## src/rtl/riscv_pkg.sv

```systemverilog
// Shared RV32I execute-stage types: ALU operation encoding, operand-A source,
// major opcodes and the operand forwarding rule.
package riscv_pkg;

   localparam int XLEN     = 32;
   localparam int OPW      = 4;
   localparam int REGADDRW = 5;

   typedef enum logic [OPW-1:0] {
      ALU_ADD  = 4'b0000,
      ALU_SUB  = 4'b0001,
      ALU_SLT  = 4'b0010,
      ALU_SLTU = 4'b0011,
      ALU_XOR  = 4'b0100,
      ALU_OR   = 4'b0101,
      ALU_AND  = 4'b0110,
      ALU_SLL  = 4'b0111,
      ALU_SRL  = 4'b1000,
      ALU_SRA  = 4'b1001
   } alu_op_e;

   typedef enum logic [1:0] {
      A_RS1  = 2'd0,
      A_ZERO = 2'd1,
      A_PC   = 2'd2
   } a_sel_e;

   localparam logic [6:0] OPC_OP     = 7'b0110011;
   localparam logic [6:0] OPC_OP_IMM = 7'b0010011;
   localparam logic [6:0] OPC_LUI    = 7'b0110111;
   localparam logic [6:0] OPC_AUIPC  = 7'b0010111;

   function automatic logic is_shift(input alu_op_e op);
      return op inside {ALU_SLL, ALU_SRL, ALU_SRA};
   endfunction

   // MEM beats WB beats regfile; x0 always reads the regfile value.
   function automatic logic [XLEN-1:0] fwd_pick(
      input logic [REGADDRW-1:0] src,
      input logic [XLEN-1:0]     rf_data,
      input logic                mem_en,
      input logic [REGADDRW-1:0] mem_rd,
      input logic [XLEN-1:0]     mem_data,
      input logic                wb_en,
      input logic [REGADDRW-1:0] wb_rd,
      input logic [XLEN-1:0]     wb_data
   );
      if (src == '0)                  return rf_data;
      if (mem_en && (mem_rd == src))  return mem_data;
      if (wb_en && (wb_rd == src))    return wb_data;
      return rf_data;
   endfunction

endpackage

```

## src/rtl/alu_decoder.sv

```systemverilog
// Combinational RV32I decode: opcode/funct3/funct7[5] to ALU operation and
// operand source selects.
module alu_decoder
   import riscv_pkg::*;
(
   input  logic [6:0] opcode_i,
   input  logic [2:0] funct3_i,
   input  logic       funct7_b5_i,
   output alu_op_e    alu_op_o,
   output logic       b_is_imm_o,
   output a_sel_e     a_sel_o,
   output logic       illegal_o
);

   // Decode the major opcode, then funct3 for the register/immediate ALU forms.
   // NOTE: every output gets a default before the case so no path leaves it unassigned (no latch).
   always_comb begin
      alu_op_o   = ALU_ADD;
      b_is_imm_o = 1'b0;
      a_sel_o    = A_RS1;
      illegal_o  = 1'b0;
      case (opcode_i)
         OPC_OP, OPC_OP_IMM: begin
            b_is_imm_o = (opcode_i == OPC_OP_IMM);
            case (funct3_i)
               3'b000: alu_op_o = (funct7_b5_i && (opcode_i == OPC_OP)) ? ALU_SUB : ALU_ADD;
               3'b001: alu_op_o = ALU_SLL;
               3'b010: alu_op_o = ALU_SLT;
               3'b011: alu_op_o = ALU_SLTU;
               3'b100: alu_op_o = ALU_XOR;
               3'b101: alu_op_o = funct7_b5_i ? ALU_SRA : ALU_SRL;
               3'b110: alu_op_o = ALU_OR;
               3'b111: alu_op_o = ALU_AND;
            endcase
         end
         OPC_LUI: begin
            a_sel_o    = A_ZERO;
            b_is_imm_o = 1'b1;
         end
         OPC_AUIPC: begin
            a_sel_o    = A_PC;
            b_is_imm_o = 1'b1;
         end
         default: begin
            a_sel_o   = A_ZERO;
            illegal_o = 1'b1;
         end
      endcase
   end

endmodule

```

## src/rtl/alu_issue_stage.sv

```systemverilog
// Execute-stage front end: decodes and forwards into the S1 issue register,
// which drives the external ALU, then captures the ALU result into the S2
// (EX/MEM) register behind a valid/ready handshake.
module alu_issue_stage
   import riscv_pkg::*;
(
   input  logic                clk,
   input  logic                rst,
   input  logic                flush,
   input  logic                in_valid,
   output logic                in_ready,
   input  logic [6:0]          in_opcode,
   input  logic [2:0]          in_funct3,
   input  logic                in_funct7_b5,
   input  logic [REGADDRW-1:0] in_rs1_addr,
   input  logic [REGADDRW-1:0] in_rs2_addr,
   input  logic [REGADDRW-1:0] in_rd_addr,
   input  logic [XLEN-1:0]     in_rs1_data,
   input  logic [XLEN-1:0]     in_rs2_data,
   input  logic [XLEN-1:0]     in_imm,
   input  logic [XLEN-1:0]     in_pc,
   input  logic                fwd_mem_en,
   input  logic [REGADDRW-1:0] fwd_mem_rd,
   input  logic [XLEN-1:0]     fwd_mem_data,
   input  logic                fwd_wb_en,
   input  logic [REGADDRW-1:0] fwd_wb_rd,
   input  logic [XLEN-1:0]     fwd_wb_data,
   output logic [OPW-1:0]      alu_op,
   output logic [XLEN-1:0]     operand_a,
   output logic [XLEN-1:0]     operand_b,
   input  logic [XLEN-1:0]     alu_result,
   output logic                out_valid,
   input  logic                out_ready,
   output logic [XLEN-1:0]     out_result,
   output logic [REGADDRW-1:0] out_rd_addr,
   output logic                out_illegal
);

   alu_op_e             dec_op;
   logic                dec_b_is_imm;
   a_sel_e              dec_a_sel;
   logic                dec_illegal;
   logic [XLEN-1:0]     rs1_val, rs2_val;

   logic                s1_valid_q, s1_valid_d;
   alu_op_e             s1_op_q, s1_op_d;
   logic [XLEN-1:0]     s1_a_q, s1_a_d;
   logic [XLEN-1:0]     s1_b_q, s1_b_d;
   logic [REGADDRW-1:0] s1_rd_q, s1_rd_d;
   logic                s1_ill_q, s1_ill_d;

   logic                out_valid_q, out_valid_d;
   logic [XLEN-1:0]     out_result_q, out_result_d;
   logic [REGADDRW-1:0] out_rd_q, out_rd_d;
   logic                out_ill_q, out_ill_d;

   logic                s2_free, in_fire, s2_fire;

   alu_decoder u_dec (
      .opcode_i    (in_opcode),
      .funct3_i    (in_funct3),
      .funct7_b5_i (in_funct7_b5),
      .alu_op_o    (dec_op),
      .b_is_imm_o  (dec_b_is_imm),
      .a_sel_o     (dec_a_sel),
      .illegal_o   (dec_illegal)
   );

   assign rs1_val = fwd_pick(in_rs1_addr, in_rs1_data, fwd_mem_en, fwd_mem_rd, fwd_mem_data,
                             fwd_wb_en, fwd_wb_rd, fwd_wb_data);
   assign rs2_val = fwd_pick(in_rs2_addr, in_rs2_data, fwd_mem_en, fwd_mem_rd, fwd_mem_data,
                             fwd_wb_en, fwd_wb_rd, fwd_wb_data);

   // Ready depends only on registered state and out_ready, never on in_valid.
   assign s2_free  = !out_valid_q || out_ready;
   assign in_ready = !s1_valid_q || s2_free;
   assign in_fire  = in_valid && in_ready && !flush;
   assign s2_fire  = s1_valid_q && s2_free && !flush;

   // S1 next state: load decoded, forwarded operands on accept, else drain or hold.
   always_comb begin
      s1_valid_d = s1_valid_q;
      s1_op_d    = s1_op_q;
      s1_a_d     = s1_a_q;
      s1_b_d     = s1_b_q;
      s1_rd_d    = s1_rd_q;
      s1_ill_d   = s1_ill_q;
      if (s2_free) s1_valid_d = 1'b0;
      if (in_fire) begin
         s1_valid_d = 1'b1;
         s1_op_d    = dec_op;
         s1_rd_d    = in_rd_addr;
         s1_ill_d   = dec_illegal;
         case (dec_a_sel)
            A_RS1:   s1_a_d = rs1_val;
            A_PC:    s1_a_d = in_pc;
            default: s1_a_d = '0;
         endcase
         if (dec_illegal)       s1_b_d = '0;
         else if (dec_b_is_imm) s1_b_d = in_imm;
         else                   s1_b_d = rs2_val;
         // Shift amount lives in the low 5 bits; upper bits (funct7 for immediates) are cleared.
         if (is_shift(dec_op)) s1_b_d[XLEN-1:5] = '0;
      end
   end

   // S2 next state: capture the ALU result when S1 holds an entry and S2 can take it.
   always_comb begin
      out_valid_d  = s2_free ? s1_valid_q : out_valid_q;
      out_result_d = out_result_q;
      out_rd_d     = out_rd_q;
      out_ill_d    = out_ill_q;
      if (s2_fire) begin
         out_result_d = s1_ill_q ? '0 : alu_result;
         out_rd_d     = s1_rd_q;
         out_ill_d    = s1_ill_q;
      end
   end

   // Pipeline registers; reset wins over flush, flush kills both valids.
   // NOTE: non-blocking assignments so every flop samples pre-edge values.
   // NOTE: data registers are reset too, because the ALU inputs and EX/MEM data are visible outputs.
   always_ff @(posedge clk) begin
      if (rst) begin
         s1_valid_q   <= 1'b0;
         s1_op_q      <= ALU_ADD;
         s1_a_q       <= '0;
         s1_b_q       <= '0;
         s1_rd_q      <= '0;
         s1_ill_q     <= 1'b0;
         out_valid_q  <= 1'b0;
         out_result_q <= '0;
         out_rd_q     <= '0;
         out_ill_q    <= 1'b0;
      end else begin
         s1_valid_q   <= flush ? 1'b0 : s1_valid_d;
         s1_op_q      <= s1_op_d;
         s1_a_q       <= s1_a_d;
         s1_b_q       <= s1_b_d;
         s1_rd_q      <= s1_rd_d;
         s1_ill_q     <= s1_ill_d;
         out_valid_q  <= flush ? 1'b0 : out_valid_d;
         out_result_q <= out_result_d;
         out_rd_q     <= out_rd_d;
         out_ill_q    <= out_ill_d;
      end
   end

   assign alu_op      = s1_op_q;
   assign operand_a   = s1_a_q;
   assign operand_b   = s1_b_q;
   assign out_valid   = out_valid_q;
   assign out_result  = out_result_q;
   assign out_rd_addr = out_rd_q;
   assign out_illegal = out_ill_q;

endmodule

```

## config.mk

```make
export PLATFORM = sky130hd
export DESIGN_NAME = alu_issue_stage
export DESIGN_NICKNAME = d
export VERILOG_FILES = /design/src/rtl/riscv_pkg.sv /design/src/rtl/alu_decoder.sv /design/src/rtl/alu_issue_stage.sv
export SDC_FILE = /design/constraint.sdc
export NUM_CORES = 1
export LEC_CHECK = 0
export ABC_AREA = 1
export BUFFER_PORTS_ARGS = -buffer_cell sky130_fd_sc_hd__buf_2
export CORE_AREA = 2 2 144 146
export CTS_CLUSTER_DIAMETER = 80
export DETAILED_ROUTE_END_ITERATION = 12
export DIE_AREA = 0 0 146 148
export MAX_ROUTING_LAYER = met4
export PLACE_DENSITY = 0.72
export SETUP_SLACK_MARGIN = 0.15
export SYNTH_ARGS = -nofsm -noshare
export SYNTH_HDL_FRONTEND = slang
export SYNTH_SLANG_ARGS = --single-unit
```

## constraint.sdc

```tcl
create_clock -name clk -period 1.35 [get_ports clk]
set_input_delay 0.2025 -clock clk [delete_from_list [all_inputs] [get_ports clk]]
set_output_delay 0.2025 -clock clk [all_outputs]
set_load 0.01 [all_outputs]
```

==> reports/metrics.csv <==
stage,metric,value,unit
floorplan,Core Area,20000,µm²
yosys,syn_nets,1492,
power_and_ir_drop,switching share of power,31.7,%
sta,hold slack,0.0119,ns
worst_setup_path,slowest library cell on the worst path,dfxtp_2,
clock_network,H-tree depth,4,
placement,placed cells,1887,
floorplan,Initial Util,36.7,%
power_and_ir_drop,Pleak,6.10,nW
worst_setup_path,CP arrival,1.82,ns
final_layout,final non-filler cell area,11600,µm²
yosys,Adder-Cell Fraction of Synth Area,0,%
clock_network,Sink Count,114,
power_and_ir_drop,P_int,7.00,mW
worst_setup_path,CP max FO,27,
placement,Placement Cell Area,10400,µm²
power_and_ir_drop,VDD IR-drop max,0.733,mV
route,final WL,34700,µm
sta,Slew @ Worst Pin,0.573,ns
clock_network,Clock Latency Late Sink,0.42,ns
clock_network,Hold Buf Count CTS,0,
global_route,GRT Total Usage,30.3,%
route,drt first pass iters,5,
hold_path,worst min path class,in2reg,
floorplan,Die H,148,µm
floorplan,DIE WIDTH,146,µm
sta,Final setup viols,90,
final_layout,non-filler instance count after layout,1953,
yosys,Syn Std Cell Area,7350,µm²
worst_setup_path,Setup crit start kind,flip-flop,
worst_setup_path,Critical Path RT,1.69,ns
global_route,vias in the first global route,8990,
worst_setup_path,crit path buf inv count,3,
power_and_ir_drop,Logic pwr share,20.4,%
power_and_ir_drop,clock share of power,45.0,%
route,via count,10000,
floorplan,Site Rows,52,
sta,Setup Skew,0.00995,ns
floorplan,die area,21600,µm²
global_route,largest net degree at the start of global routing,52,
global_route,initial antenna violation count,16,
yosys,Syn Inst Count,1225,
route,initial DRC count,675,
yosys,main combinational cell family by area after synthesis,simple AND/OR/NAND/NOR gates,
status,outcome,"finished, violations left",
worst_setup_path,CP Cell Sequence,inv_2 -> nor2_4 -> nand2_2 -> nand2_4 -> inv_6 -> nand2_4 -> nor2_4 -> nand2_2 -> buf_12 -> nor2_2 -> nand2_1 -> a21oi_1,
clock_network,CTS root buf,clkbuf_16,
power_and_ir_drop,Flop pwr share,34.5,%
sta,RSZ-0062 raised after global routing,yes,
power_and_ir_drop,pwr dens,881,nW/µm²
worst_setup_path,critical path class,reg2reg,
yosys,Ys Warns,0,
placement,IO Port Bufs,374,
status,failing checks,setup timing,
route,Final ANT Viol Nets,0,
yosys,number of flops mapped to enable cells by yosys,0,
flow_run,maxcap violations,0,
yosys,post-synth cell types,31,
yosys,post-synthesis async set-or-reset flop share,0,%
yosys,"Seq/Total Area, Yosys",31.0,%
placement,Post-Place Worst Slack,-0.327,ns
final_layout,FILL cells,1942,
sta,Tcrit/Tclk final,109,%
yosys,Mean Syn Cell Area,6.00,µm²
final_layout,layout cells sized above 1,39.3,%
final_layout,Layout Nets,1921,
yosys,simple-gate share of the synthesized area,40.0,%
sta,FMAX,0.678,GHz
route,drt wl/cell,17.8,µm
yosys,Synth Area in XOR/XNOR,0.119,%
clock_network,largest buffer count on any clock path,2,
worst_setup_path,slowest cell delay on critical path,0.32,ns
final_layout,Register Area,2290,µm²
final_layout,multi-input gate area in the final layout,4590,µm²
sta,Fin. Hold Viols,0,
yosys,ys flop type,dfxtp_1,
clock_network,clk slew on worst S/H paths,0.07,ns
sta,Final Critical Period,1.48,ns
power_and_ir_drop,switching power,3.24,mW
global_route,first-pass GRT wire length,49700,µm
sta,setup slack after layout,-0.125,ns
yosys,post-synthesis compound-gate area fraction,16.6,%
worst_setup_path,Top delay family on crit path,simple AND/OR/NAND/NOR gates,
floorplan,I/O pins,375,
yosys,register bit total from synthesis,114,
clock_network,total CTS buffers,17,
worst_setup_path,Worst setup EP type,flip-flop,
global_route,GRT Residual Overflow,0,
route,DR vias/cell,5.14,
final_layout,Layout area overhead,58.2,%
clock_network,CTS tree,yes,
yosys,mux contribution to synthesized area,0,%
sta,Max Slew Vio Count,0,
placement,gpl congestion,0.979,
sta,Max transition margin,61.8,%
placement,Post-DP HPWL,25900,µm
route,# DRC,0,
## layout make-up
cell class	instances	area share (%)
multi-input combinational	891	39.4
timing repair buffer	499	28.3
sequential	114	19.7
inverter	131	4.29
clock buffer	17	3.66
tap	270	2.91
clock inverter	15	1.39
antenna	16	0.344
## synthesized netlist by cell type (8+ instances only)
cell type | n | area share, %
nor2_1 | 203 | 10
dfxtp_1 | 114 | 31
nand2_1 | 276 | 14
inv_1 | 123 | 6.3
a22oi_1 | 32 | 3.3
clkbuf_1 | 39 | 2.0
buf_2 | 42 | 2.9
o21ai_0 | 85 | 5.8
nand4_1 | 94 | 8.0
a21oi_1 | 102 | 6.9
nand3_1 | 72 | 4.9
inv_2 | 8 | 0.41
## tightest hold or removal path, delay by kind of cell
family	cells	cell delay, ns
buffers and inverters	1	0.08
and+or+nand+nor	1	0.07
AOI/OAI and AO/OA	1	0.04
## routing by layer
layer	vias up	part of all wire, %	track usage [%]
met5	-	0	-
met4	0	2.6	9.61
met3	58	7.5	6.39
met2	500	48	49.1
met1	4577	42	38.0
li1	4905	-	-
## per-stage QoR
step                TNS, ns  util [%]  power [mW]
floorplan             -2.92         -        4.48
global placement     -16.38      51.8        5.47
detailed placement   -17.15      51.8        5.48
CTS                   -3.55      55.5        10.1
global route         -14.22      58.0        10.6
finish                -5.76      58.0        10.2
## worst paths after layout
| kind | startpoint | end | slack (ns) | depth (start not counted) |
|---|---|---|---|---|
| worst min-delay path | alu_result[7] | out_result[7] | 0.01 | 3 |
| worst max-delay path | out_valid | operand_b[27] | -0.13 | 12 |
| worst max register to register | out_valid | operand_b[27] | -0.13 | 12 |
| worst min register to register | operand_b[1] | operand_b[1] | 0.46 | 2 |
## power by group through the flow
| stage | clock network [mW] | registers, mW | logic, mW |
|---|---|---|---|
| finish | 4.61 | 3.54 | 2.09 |
| global route | 4.79 | 3.55 | 2.27 |
| CTS | 4.63 | 3.53 | 1.93 |
| detailed placement | 0 | 3.60 | 1.89 |
| global placement | 0 | 3.60 | 1.87 |
| floorplan | 0 | 3.63 | 0.848 |
## cells by family after synthesis
family	Yosys count
AO/OA/AOI/OAI	224
buffers and inverters	220
XOR/XNOR	1
flip-flops	114
AND/OR/NAND/NOR	666
## timing repair
action / CTS / global route
gates resized for setup: 55 / 98
pin swaps: 2 / 6
setup buffers: 1 / 9
gates cloned: 1 / 7
setup endpoints to repair: 114 / 113
## cells in the final DEF, fill, tap and decap left out, types with 32 or more instances in the layout
cell and count:
buf_2 373, nand2_1 275, nor2_1 182, inv_1 120, dfxtp_1 111, nand4_1 94, a21oi_1 88, buf_4 76
nand3_1 71, o21ai_0 40, a22oi_2 32
## sequential cells by signal (all words and copies together), names as in the netlist
name	flops
operand_a	32
operand_b	32
out_result	32
out_rd_addr	5
s1_rd_q	5
alu_op	4
out_illegal	1
out_valid	1
s1_ill_q	1
s1_valid_q	1
(Power assumes the default switching activity.)
